[config.mk]
export PLATFORM = sky130hd
export DESIGN_NAME = unified_mem_arbiter_flat
export DESIGN_NICKNAME = d
export VERILOG_FILES = /design/src/rtl/unified_mem_arbiter_if.sv /design/src/rtl/unified_mem_arbiter.sv /design/src/flat_wrapper.sv
export SDC_FILE = /design/constraint.sdc
export NUM_CORES = 1
export LEC_CHECK = 0
export CORE_MARGIN = 8
export CORE_UTILIZATION = 36
export DETAILED_ROUTE_END_ITERATION = 16
export GPL_TIMING_DRIVEN = 0
export PLACE_DENSITY = 0.77
export SLEW_MARGIN = 20
export SYNTH_ARGS = -nofsm -noshare
export SYNTH_HDL_FRONTEND = slang
export SYNTH_SLANG_ARGS = --single-unit
[constraint.sdc]
create_clock -name clk -period 1.8 [get_ports clk]
set_clock_uncertainty 0.2 [all_clocks]
set_input_delay 0.36 -clock clk [delete_from_list [all_inputs] [get_ports clk]]
set_output_delay 0.36 -clock clk [all_outputs]
set_load 0.05 [all_outputs]
[src/rtl/unified_mem_arbiter_if.sv]
// Bundle of core-side request/response and memory-side bus signals.
// master: arbiter view; slave: core + memory view (testbench side).
interface unified_mem_arbiter_if;
    logic        if_req;
    logic [31:0] if_addr;
    logic [31:0] if_rdata;
    logic        if_ready;
    logic        d_req;
    logic        d_we;
    logic [31:0] d_addr;
    logic [31:0] d_wdata;
    logic [3:0]  d_be;
    logic [31:0] d_rdata;
    logic        d_ready;
    logic        mem_valid;
    logic        mem_we;
    logic [31:0] mem_addr;
    logic [31:0] mem_wdata;
    logic [3:0]  mem_be;
    logic        mem_ready;
    logic [31:0] mem_rdata;
    logic        grant_d;

    modport master (
        input  if_req, if_addr, d_req, d_we, d_addr, d_wdata, d_be,
        input  mem_ready, mem_rdata,
        output if_rdata, if_ready, d_rdata, d_ready,
        output mem_valid, mem_we, mem_addr, mem_wdata, mem_be, grant_d
    );

    modport slave (
        output if_req, if_addr, d_req, d_we, d_addr, d_wdata, d_be,
        output mem_ready, mem_rdata,
        input  if_rdata, if_ready, d_rdata, d_ready,
        input  mem_valid, mem_we, mem_addr, mem_wdata, mem_be, grant_d
    );
endinterface

[src/rtl/unified_mem_arbiter.sv]
// Arbitrates fetch and data ports onto one single-ported memory.
// Ports: clk, clr (sync active-low), bus (master modport: fetch/data
// requests, rdata/ready responses, mem_* bus, grant_d debug).
// Optional ARB_TIMEOUT_EN: watchdog aborts stuck accesses with
// rdata 32'hDEADBEEF and sets sticky bus_err output.
module unified_mem_arbiter #(
    parameter int MAX_D_STREAK = 4
`ifdef ARB_TIMEOUT_EN
    ,
    parameter int TIMEOUT_CYCLES = 64
`endif
) (
    input  logic clk,
    input  logic clr,
    unified_mem_arbiter_if.master bus
`ifdef ARB_TIMEOUT_EN
    ,
    output logic bus_err
`endif
);
    typedef enum logic [1:0] {IDLE, BUSY_I, BUSY_D, RESP} state_e;

    localparam int SW = $clog2(MAX_D_STREAK + 1);
    localparam logic [SW-1:0] MAXS = SW'(MAX_D_STREAK);

    state_e        state_q, state_d;
    logic [SW-1:0] streak_q, streak_d;
    logic          mem_valid_q, mem_valid_d;
    logic          mem_we_q, mem_we_d;
    logic [31:0]   mem_addr_q, mem_addr_d;
    logic [31:0]   mem_wdata_q, mem_wdata_d;
    logic [3:0]    mem_be_q, mem_be_d;
    logic [31:0]   if_rdata_q, if_rdata_d;
    logic          if_ready_q, if_ready_d;
    logic [31:0]   d_rdata_q, d_rdata_d;
    logic          d_ready_q, d_ready_d;
    logic          grant_d_q, grant_d_d;
`ifdef ARB_TIMEOUT_EN
    localparam int TW = $clog2(TIMEOUT_CYCLES + 1);
    localparam logic [TW-1:0] TLAST = TW'(TIMEOUT_CYCLES - 1);
    logic [TW-1:0] tmo_q, tmo_d;
    logic          bus_err_q, bus_err_d;
`endif

    always_comb begin
        state_d     = state_q;
        streak_d    = streak_q;
        mem_valid_d = mem_valid_q;
        mem_we_d    = mem_we_q;
        mem_addr_d  = mem_addr_q;
        mem_wdata_d = mem_wdata_q;
        mem_be_d    = mem_be_q;
        if_rdata_d  = if_rdata_q;
        if_ready_d  = 1'b0;
        d_rdata_d   = d_rdata_q;
        d_ready_d   = 1'b0;
        grant_d_d   = grant_d_q;
`ifdef ARB_TIMEOUT_EN
        tmo_d       = tmo_q;
        bus_err_d   = bus_err_q;
`endif
        unique case (state_q)
            IDLE: begin
`ifdef ARB_TIMEOUT_EN
                tmo_d = '0;
`endif
                // Data wins unless fetch has waited out a full streak.
                if (bus.d_req && (!bus.if_req || streak_q < MAXS)) begin
                    state_d     = BUSY_D;
                    mem_valid_d = 1'b1;
                    mem_we_d    = bus.d_we;
                    mem_addr_d  = bus.d_addr;
                    mem_wdata_d = bus.d_wdata;
                    mem_be_d    = bus.d_be;
                    grant_d_d   = 1'b1;
                    if (!bus.if_req)
                        streak_d = '0;
                    else if (streak_q != MAXS)
                        streak_d = streak_q + SW'(1);
                end else if (bus.if_req) begin
                    state_d     = BUSY_I;
                    mem_valid_d = 1'b1;
                    mem_we_d    = 1'b0;
                    mem_addr_d  = bus.if_addr;
                    mem_wdata_d = '0;
                    mem_be_d    = 4'hF;
                    grant_d_d   = 1'b0;
                    streak_d    = '0;
                end
            end
            BUSY_I, BUSY_D: begin
                if (bus.mem_ready) begin
                    state_d     = RESP;
                    mem_valid_d = 1'b0;
                    if (state_q == BUSY_I) begin
                        if_rdata_d = bus.mem_rdata;
                        if_ready_d = 1'b1;
                    end else begin
                        d_rdata_d = mem_we_q ? 32'h0 : bus.mem_rdata;
                        d_ready_d = 1'b1;
                    end
                end
`ifdef ARB_TIMEOUT_EN
                else if (tmo_q == TLAST) begin
                    state_d     = RESP;
                    mem_valid_d = 1'b0;
                    bus_err_d   = 1'b1;
                    if (state_q == BUSY_I) begin
                        if_rdata_d = 32'hDEADBEEF;
                        if_ready_d = 1'b1;
                    end else begin
                        d_rdata_d = 32'hDEADBEEF;
                        d_ready_d = 1'b1;
                    end
                end else begin
                    tmo_d = tmo_q + TW'(1);
                end
`endif
            end
            RESP: begin
                state_d = IDLE;
            end
            default: begin
                state_d = IDLE;
            end
        endcase
    end

    always_ff @(posedge clk) begin
        if (!clr) begin
            state_q     <= IDLE;
            streak_q    <= '0;
            mem_valid_q <= 1'b0;
            mem_we_q    <= 1'b0;
            mem_addr_q  <= '0;
            mem_wdata_q <= '0;
            mem_be_q    <= '0;
            if_rdata_q  <= '0;
            if_ready_q  <= 1'b0;
            d_rdata_q   <= '0;
            d_ready_q   <= 1'b0;
            grant_d_q   <= 1'b0;
`ifdef ARB_TIMEOUT_EN
            tmo_q       <= '0;
            bus_err_q   <= 1'b0;
`endif
        end else begin
            state_q     <= state_d;
            streak_q    <= streak_d;
            mem_valid_q <= mem_valid_d;
            mem_we_q    <= mem_we_d;
            mem_addr_q  <= mem_addr_d;
            mem_wdata_q <= mem_wdata_d;
            mem_be_q    <= mem_be_d;
            if_rdata_q  <= if_rdata_d;
            if_ready_q  <= if_ready_d;
            d_rdata_q   <= d_rdata_d;
            d_ready_q   <= d_ready_d;
            grant_d_q   <= grant_d_d;
`ifdef ARB_TIMEOUT_EN
            tmo_q       <= tmo_d;
            bus_err_q   <= bus_err_d;
`endif
        end
    end

    assign bus.mem_valid = mem_valid_q;
    assign bus.mem_we    = mem_we_q;
    assign bus.mem_addr  = mem_addr_q;
    assign bus.mem_wdata = mem_wdata_q;
    assign bus.mem_be    = mem_be_q;
    assign bus.if_rdata  = if_rdata_q;
    assign bus.if_ready  = if_ready_q;
    assign bus.d_rdata   = d_rdata_q;
    assign bus.d_ready   = d_ready_q;
    assign bus.grant_d   = grant_d_q;
`ifdef ARB_TIMEOUT_EN
    assign bus_err       = bus_err_q;
`endif
endmodule

[src/flat_wrapper.sv]
// flat-port wrapper written by rule: the top's interface ports become plain ports
module unified_mem_arbiter_flat 
#(
    parameter int MAX_D_STREAK = 4

)
  (clk, clr, bus_if_req, bus_if_addr, bus_d_req, bus_d_we, bus_d_addr, bus_d_wdata, bus_d_be, bus_mem_ready, bus_mem_rdata, bus_if_rdata, bus_if_ready, bus_d_rdata, bus_d_ready, bus_mem_valid, bus_mem_we, bus_mem_addr, bus_mem_wdata, bus_mem_be, bus_grant_d);
  unified_mem_arbiter_if bus_i ();
  input  logic clk;
  input  logic clr;
  input wire logic [$bits(bus_i.if_req)-1:0] bus_if_req;
  input wire logic [$bits(bus_i.if_addr)-1:0] bus_if_addr;
  input wire logic [$bits(bus_i.d_req)-1:0] bus_d_req;
  input wire logic [$bits(bus_i.d_we)-1:0] bus_d_we;
  input wire logic [$bits(bus_i.d_addr)-1:0] bus_d_addr;
  input wire logic [$bits(bus_i.d_wdata)-1:0] bus_d_wdata;
  input wire logic [$bits(bus_i.d_be)-1:0] bus_d_be;
  input wire logic [$bits(bus_i.mem_ready)-1:0] bus_mem_ready;
  input wire logic [$bits(bus_i.mem_rdata)-1:0] bus_mem_rdata;
  output wire logic [$bits(bus_i.if_rdata)-1:0] bus_if_rdata;
  output wire logic [$bits(bus_i.if_ready)-1:0] bus_if_ready;
  output wire logic [$bits(bus_i.d_rdata)-1:0] bus_d_rdata;
  output wire logic [$bits(bus_i.d_ready)-1:0] bus_d_ready;
  output wire logic [$bits(bus_i.mem_valid)-1:0] bus_mem_valid;
  output wire logic [$bits(bus_i.mem_we)-1:0] bus_mem_we;
  output wire logic [$bits(bus_i.mem_addr)-1:0] bus_mem_addr;
  output wire logic [$bits(bus_i.mem_wdata)-1:0] bus_mem_wdata;
  output wire logic [$bits(bus_i.mem_be)-1:0] bus_mem_be;
  output wire logic [$bits(bus_i.grant_d)-1:0] bus_grant_d;
  assign bus_i.if_req = bus_if_req;
  assign bus_i.if_addr = bus_if_addr;
  assign bus_i.d_req = bus_d_req;
  assign bus_i.d_we = bus_d_we;
  assign bus_i.d_addr = bus_d_addr;
  assign bus_i.d_wdata = bus_d_wdata;
  assign bus_i.d_be = bus_d_be;
  assign bus_i.mem_ready = bus_mem_ready;
  assign bus_i.mem_rdata = bus_mem_rdata;
  assign bus_if_rdata = bus_i.if_rdata;
  assign bus_if_ready = bus_i.if_ready;
  assign bus_d_rdata = bus_i.d_rdata;
  assign bus_d_ready = bus_i.d_ready;
  assign bus_mem_valid = bus_i.mem_valid;
  assign bus_mem_we = bus_i.mem_we;
  assign bus_mem_addr = bus_i.mem_addr;
  assign bus_mem_wdata = bus_i.mem_wdata;
  assign bus_mem_be = bus_i.mem_be;
  assign bus_grant_d = bus_i.grant_d;
  unified_mem_arbiter #(.MAX_D_STREAK(MAX_D_STREAK)) u_core (.clk(clk), .clr(clr), .bus(bus_i));
endmodule
==> results of run 1 <==
==> repair_timing <==
| item | CTS | global route |
|---|---|---|
| hold endpoints to repair | 0 | 0 |
| pin swaps | 1 | 1 |
| resized for setup | 445 | 36 |
| setup buffers | 3 | 1 |
| hold buffers | 0 | 0 |
| cloned | 0 | 2 |
| setup endpoints to repair | 261 | 79 |
==> state kept, by name, indices dropped and copies added (netlist names) <==
signal,count
u_core.bus.mem_addr,32
u_core.bus.d_rdata,32
u_core.bus.if_rdata,32
u_core.bus.grant_d,1
u_core.bus.if_ready,1
u_core.bus.mem_we,1
u_core.streak_q,3
u_core.bus.mem_valid,1
u_core.state_q,2
u_core.bus.mem_wdata,32
u_core.bus.mem_be,4
u_core.bus.d_ready,1
==> Yosys cell counts, types with 7 or more instances <==
library cell | count | area (um^2)
a21boi_1 | 10 | 75.1
nand2_1 | 137 | 514
buf_2 | 16 | 80.1
clkbuf_1 | 27 | 101
dfxtp_1 | 142 | 2840
buf_4 | 7 | 52.6
nand3_1 | 34 | 170
a22o_1 | 32 | 280
o21ai_0 | 33 | 165
a21boi_0 | 60 | 450
a21oi_1 | 66 | 330
==> logic make-up (layout without fill, tap and decap cells) <==
family                   count (synthesis)  after routing  synth area share
AO/OA/AOI/OAI                          213            213             0.264
adder cells (fa/ha/maj)                  5              5            0.0117
buffers and inverters                   58            368            0.0492
flip-flops                             142            142             0.530
multiplexers                             2              2           0.00373
AND/OR/NAND/NOR                        182            182             0.141
==> critical path: cells and delay by family (launching register included) <==
family	cells	cell delay (ns)
AOI/OAI and AO/OA	1	0.18
adders and majority gates	1	0.25
buffers and inverters	3	0.34
DFF	1	0.36
and+or+nand+nor	2	0.34
==> layout by cell type, fill, tap and decap left out, types with 2 or more instances in the layout <==
cell and count:
dfxtp_1 140, nand2_1 136, clkdlybuf4s50_1 136, clkdlybuf4s15_2 136
a21oi_1 66, a21boi_0 56, nand3_1 34, o21ai_0 32
a22o_1 32, clkbuf_16 19, clkbuf_2 15, a21boi_1 14
buf_4 10, buf_2 9, clkbuf_4 7, clkbuf_1 5
o221a_2 5, inv_6 5, inv_1 3, buf_1 3
buf_8 3, nand4_1 3, ha_1 3, clkinv_4 3
clkinvlp_4 3, inv_2 2, buf_6 2, o21a_1 2
mux2i_1 2, nand2b_1 2, inv_8 2, dfxtp_2 2
==> per-layer routing <==
metal  vias to the layer above  global-route usage  part of all wire
li1                       2685                   -                 -
met1                      2541               0.230              0.42
met2                       247               0.347              0.48
met3                        13              0.0973             0.091
met4                         0              0.0515            0.0086
met5                         -                   0                 0
==> power breakdown <==
part,internal [uW],leakage [uW],switching [uW]
clock,1940,0.000275,1510
sequential,3810,0.00116,352
combinational,2080,0.00206,4030
total,7840,0.00349,5890
==> through the flow <==
| step | power, uW | setup TNS [ns] | cell area, um^2 | setup WS [ns] |
|---|---|---|---|---|
| floorplan | 8010 | 0 | 5370 | 0.0199 |
| global placement | 10200 | -53.26 | 8340 | -0.634 |
| detailed placement | 10200 | -54.98 | 8340 | -0.619 |
| CTS | 13700 | 0 | 9190 | 0.00499 |
| global route | 14400 | -0.530 | 9290 | -0.0348 |
| finish | 13700 | 0 | 9290 | 0.00605 |
==> cell type report <==
type                    instances  area (um^2)
multi-input cells             402         2290
well taps                     184          230
flip-flops and latches        142         2850
clock inverters                15          150
plain buffers                  52          337
inverters                       5         18.8
repair buffers                279         3000
clock buffers                  17          425
fillers                      1239         5240
==> worst paths after layout <==
check                                              from                       to  slack [ns]  cells after the start
worst max register to register        u_core.state_q[0]    u_core.bus.d_rdata[8]       0.006                      7
worst min-delay path                         bus_if_req       u_core.streak_q[2]        0.07                      3
worst min register to register  u_core.bus.mem_wdata[8]  u_core.bus.mem_wdata[8]        0.25                      2
worst max-delay path                  u_core.state_q[0]    u_core.bus.d_rdata[8]       0.006                      7
==> results.toml, run 1 <==
[placed_design]
gp_congestion = 0.803
dp_cells = 1059
hpwl_um = 15200
numPortBuffers = 273

[detailed_routing]
drtAntennaViolNets = 0
dr_total_vias = 5486
post_drt_wl_per_cell_um = 18.6
first_iter_violations = 220
drc = 0
dr.pass1.iters = 5
wirelength_um = 20400
drt-vias-per-instance = 5.01

[timing]
tightest_slew_ns = 0.530
fmax_mhz = 557
slew_headroom = 0.647
period_needed_ns = 1.79
hold_viol_final = 0
period_share = 0.997
rsz0062_at_grt = "true"
finalMaxSlewViolations = 0
setup_viol = 0
holdWs_ns = 0.0668

[hold_path]
min_path_type = "in2reg"

[worst_setup_path]
slowest_stage = "dfxtp_2"
crit_chain = "inv_2 > ha_4 > and4b_1 > nor2b_4 > buf_8 > clkbuf_16 > a22o_1"
path_max_fanout = 7
cp.required_ns = 1.91
slowest_delay_ns = 0.36
critPathLaunchType = "flip-flop"
cp-end-kind = "flip-flop"
crit_type = "reg2reg"
arrival_ns = 1.91

[synthesis]
syn_inst = 602
ys_ff_latch = 142
yosys_warnings = 0
synthFlopType = "dfxtp_1"
synth_edf_count = 0
yosysSeqAreaShare = 0.530
synth.cell_area_mm2 = 0.00536
async_flop_share = 0
avgSynthCellArea_um2 = 8.91
synthDistinctLibCells = 28
synth_nets = 745

[clock_tree]
htreeDepth = 4
clkSinkCount = 142
clock_latency_ns = 0.43
clock_path_buffers = 2
clk_pin_slew_ns = 0.06
cts_root_buffer = "clkbuf_16"
cts_buffers = 17
cts_tree = "yes"

[finish]
antennaDiodeCount = 0
final_cells = 1096
final_core_util = 0.639
drive_above_1_share = 0.258
nets = 1042
area_growth_pct = 73.3

[status]
outcome = "complete, no violations"

[floorplan]
start_util = 0.369
core_mm2 = 0.0145
die_y_um = 138
io_pins = 275
rows = 44
die_w_um = 138
die-area_mm2 = 0.0191

[global_routing]
antenna_found_initial = 0
grt_pass1_vias = 5558
grt_pass1_wl_um = 31400
grt_usage = 0.206
grt_max_degree = 17
gr-total-overflow = 0

[pwr]
cellLeakagePower_uw = 0.00349
ir_worst_vdd_mv = 1.06
p_per_area_mw_per_mm2 = 1480

[job]
drv_cap = 0
(Power assumes the default switching activity.)
==> run 2: changes to the inputs <==
--- a/config.mk
+++ b/config.mk
@@ -8,7 +8,6 @@
 export CORE_MARGIN = 8
 export CORE_UTILIZATION = 36
 export DETAILED_ROUTE_END_ITERATION = 16
-export GPL_TIMING_DRIVEN = 0
 export PLACE_DENSITY = 0.77
 export SLEW_MARGIN = 20
 export SYNTH_ARGS = -nofsm -noshare
==> results.toml, run 2 (synthesized netlist as in run 1, its figures left out) <==
[clock_tree]
cts_root_buffer = "clkbuf_16"
clock_latency_ns = 0.42
cts_buffers = 17
clkSinkCount = 142
clock_path_buffers = 2
cts_setup_buffers = 0
clk_pin_slew_ns = 0.06
cts_tree = "yes"
htreeDepth = 4

[pwr]
power_frac_comb = 0.458
p_int_uw = 8090
ir_worst_vdd_mv = 1.15
p_clk_frac = 0.236
switching_share = 0.423
seqPwrFrac = 0.306
p_per_area_mw_per_mm2 = 1520
cellLeakagePower_uw = 0.00371
p_sw_uw = 5920

[timing]
slew_headroom = 0.730
finalMaxSlewViolations = 0
hold_viol_final = 0
setup_viol = 0
fmax_mhz = 570
tightest_slew_ns = 0.404
period_needed_ns = 1.76
period_share = 0.975
rsz0062_at_grt = "true"

[finish]
final_core_util = 0.634
area_growth_pct = 71.9
antennaDiodeCount = 0
drive_above_1_share = 0.235
nets = 1008
final_cells = 1062
final_cell_mix = "140 x dfxtp_1, 137 x nand2_1, 136 x clkdlybuf4s50_1"
mostFrequentLayoutCell = "dfxtp_1"

[worst_setup_path]
cp-end-kind = "flip-flop"
cp.required_ns = 1.92
critPathLaunchType = "flip-flop"
path_max_fanout = 16
arrival_ns = 1.88
crit_type = "reg2reg"

[detailed_routing]
dr.pass1.iters = 5
drtAntennaViolNets = 0
drc = 0
drt-vias-per-instance = 5.05
post_drt_wl_per_cell_um = 17.8
wirelength_um = 18900
first_iter_violations = 227
dr_total_vias = 5368

[global_routing]
grt_pass1_vias = 5393
gr-total-overflow = 0
use_met3 = 0.0925
grt_usage = 0.190
grt.busiest_layer = "met2"
antenna_found_initial = 0
grtUsageMet2 = 0.302
met1_usage = 0.221
grt_pass1_wl_um = 29500
grt_max_degree = 112

[floorplan]
die-area_mm2 = 0.0191
start_util = 0.369
io_pins = 275
core_mm2 = 0.0145
die_y_um = 138
die_w_um = 138
rows = 44

[placed_design]
hpwl_um = 13500
numPortBuffers = 274
gp_congestion = 0.769
dp_cells = 1028

[status]
outcome = "complete, no violations"

[job]
drv_cap = 0

[hold_path]
min_path_type = "in2reg"
## run 2: worst paths after layout
check / from / slack (ns) / to / cells after the start
min: clr / 0.13 / u_core.bus.d_ready / 2
max reg2reg: u_core.state_q[0] / 0.04 / u_core.bus.if_rdata[5] / 7
min reg2reg: u_core.bus.mem_wdata[11] / 0.25 / u_core.bus.mem_wdata[11] / 2
max: u_core.state_q[0] / 0.04 / u_core.bus.if_rdata[5] / 7
## run 2: per-layer routing
metal / routed length (um) / vias to the layer above
li1: - / 2605
met1: 7790 / 2508
met2: 9050 / 242
met3: 1860 / 13
met4: 226 / 0
met5: 0 / -
## run 2: timing repair
action,CTS,global route
endpoints found under the hold margin,0,0
gates cloned,1,1
endpoints found under the setup margin,1,50
gates resized for setup,1,7
hold buffers,0,0
## run 2: per-stage QoR
stage	worst slack (ns)	cell area, um^2	setup TNS [ns]	power, uW	hold slack (ns)
global route	-0.00231	9220	-0.00346	14700	0.135
floorplan	0.0199	5370	0	8010	0.258
finish	0.0450	9220	0	14000	0.133
CTS	0.0174	9190	0	14100	0.112
global placement	-0.168	8590	-12.46	10700	0.241
detailed placement	-0.253	8590	-17.95	10700	0.246
## run 2: critical path: stages (launching register included)
cell and delay, ns:
dfxtp_2 0.36, inv_1 0.07, ha_4 0.25, buf_4 0.15
nand3_2 0.15, buf_12 0.18, nand2_1 0.07, a21boi_0 0.22
## run 2: power by group through the flow
stage	registers (uW)	clock network, uW	logic (uW)
3_5_place_dp	4340	0	6400
3_3_place_gp	4310	0	6360
2_1_floorplan	6370	0	1630
4_1_cts	4280	3380	6450
6_report	4280	3300	6420
5_1_grt	4360	3510	6790
## run 2: final cells by class
cell class	count	area [um^2]
clock buffer	17	425
clock inverter	15	130
fill	1206	5320
inverter	5	18.8
multi-input combinational	402	2300
sequential	142	2850
tap	184	230
timing repair buffer	297	3270
==> run 3: changes to the inputs <==
--- a/config.mk
+++ b/config.mk
@@ -5,6 +5,7 @@
 export SDC_FILE = /design/constraint.sdc
 export NUM_CORES = 1
 export LEC_CHECK = 0
+export ABC_CLOCK_PERIOD_IN_PS = 1800
 export CORE_MARGIN = 8
 export CORE_UTILIZATION = 36
 export DETAILED_ROUTE_END_ITERATION = 16
==> results of run 3 <==
Same layout as run 2: the final DEF is identical, and so are final timing and power.
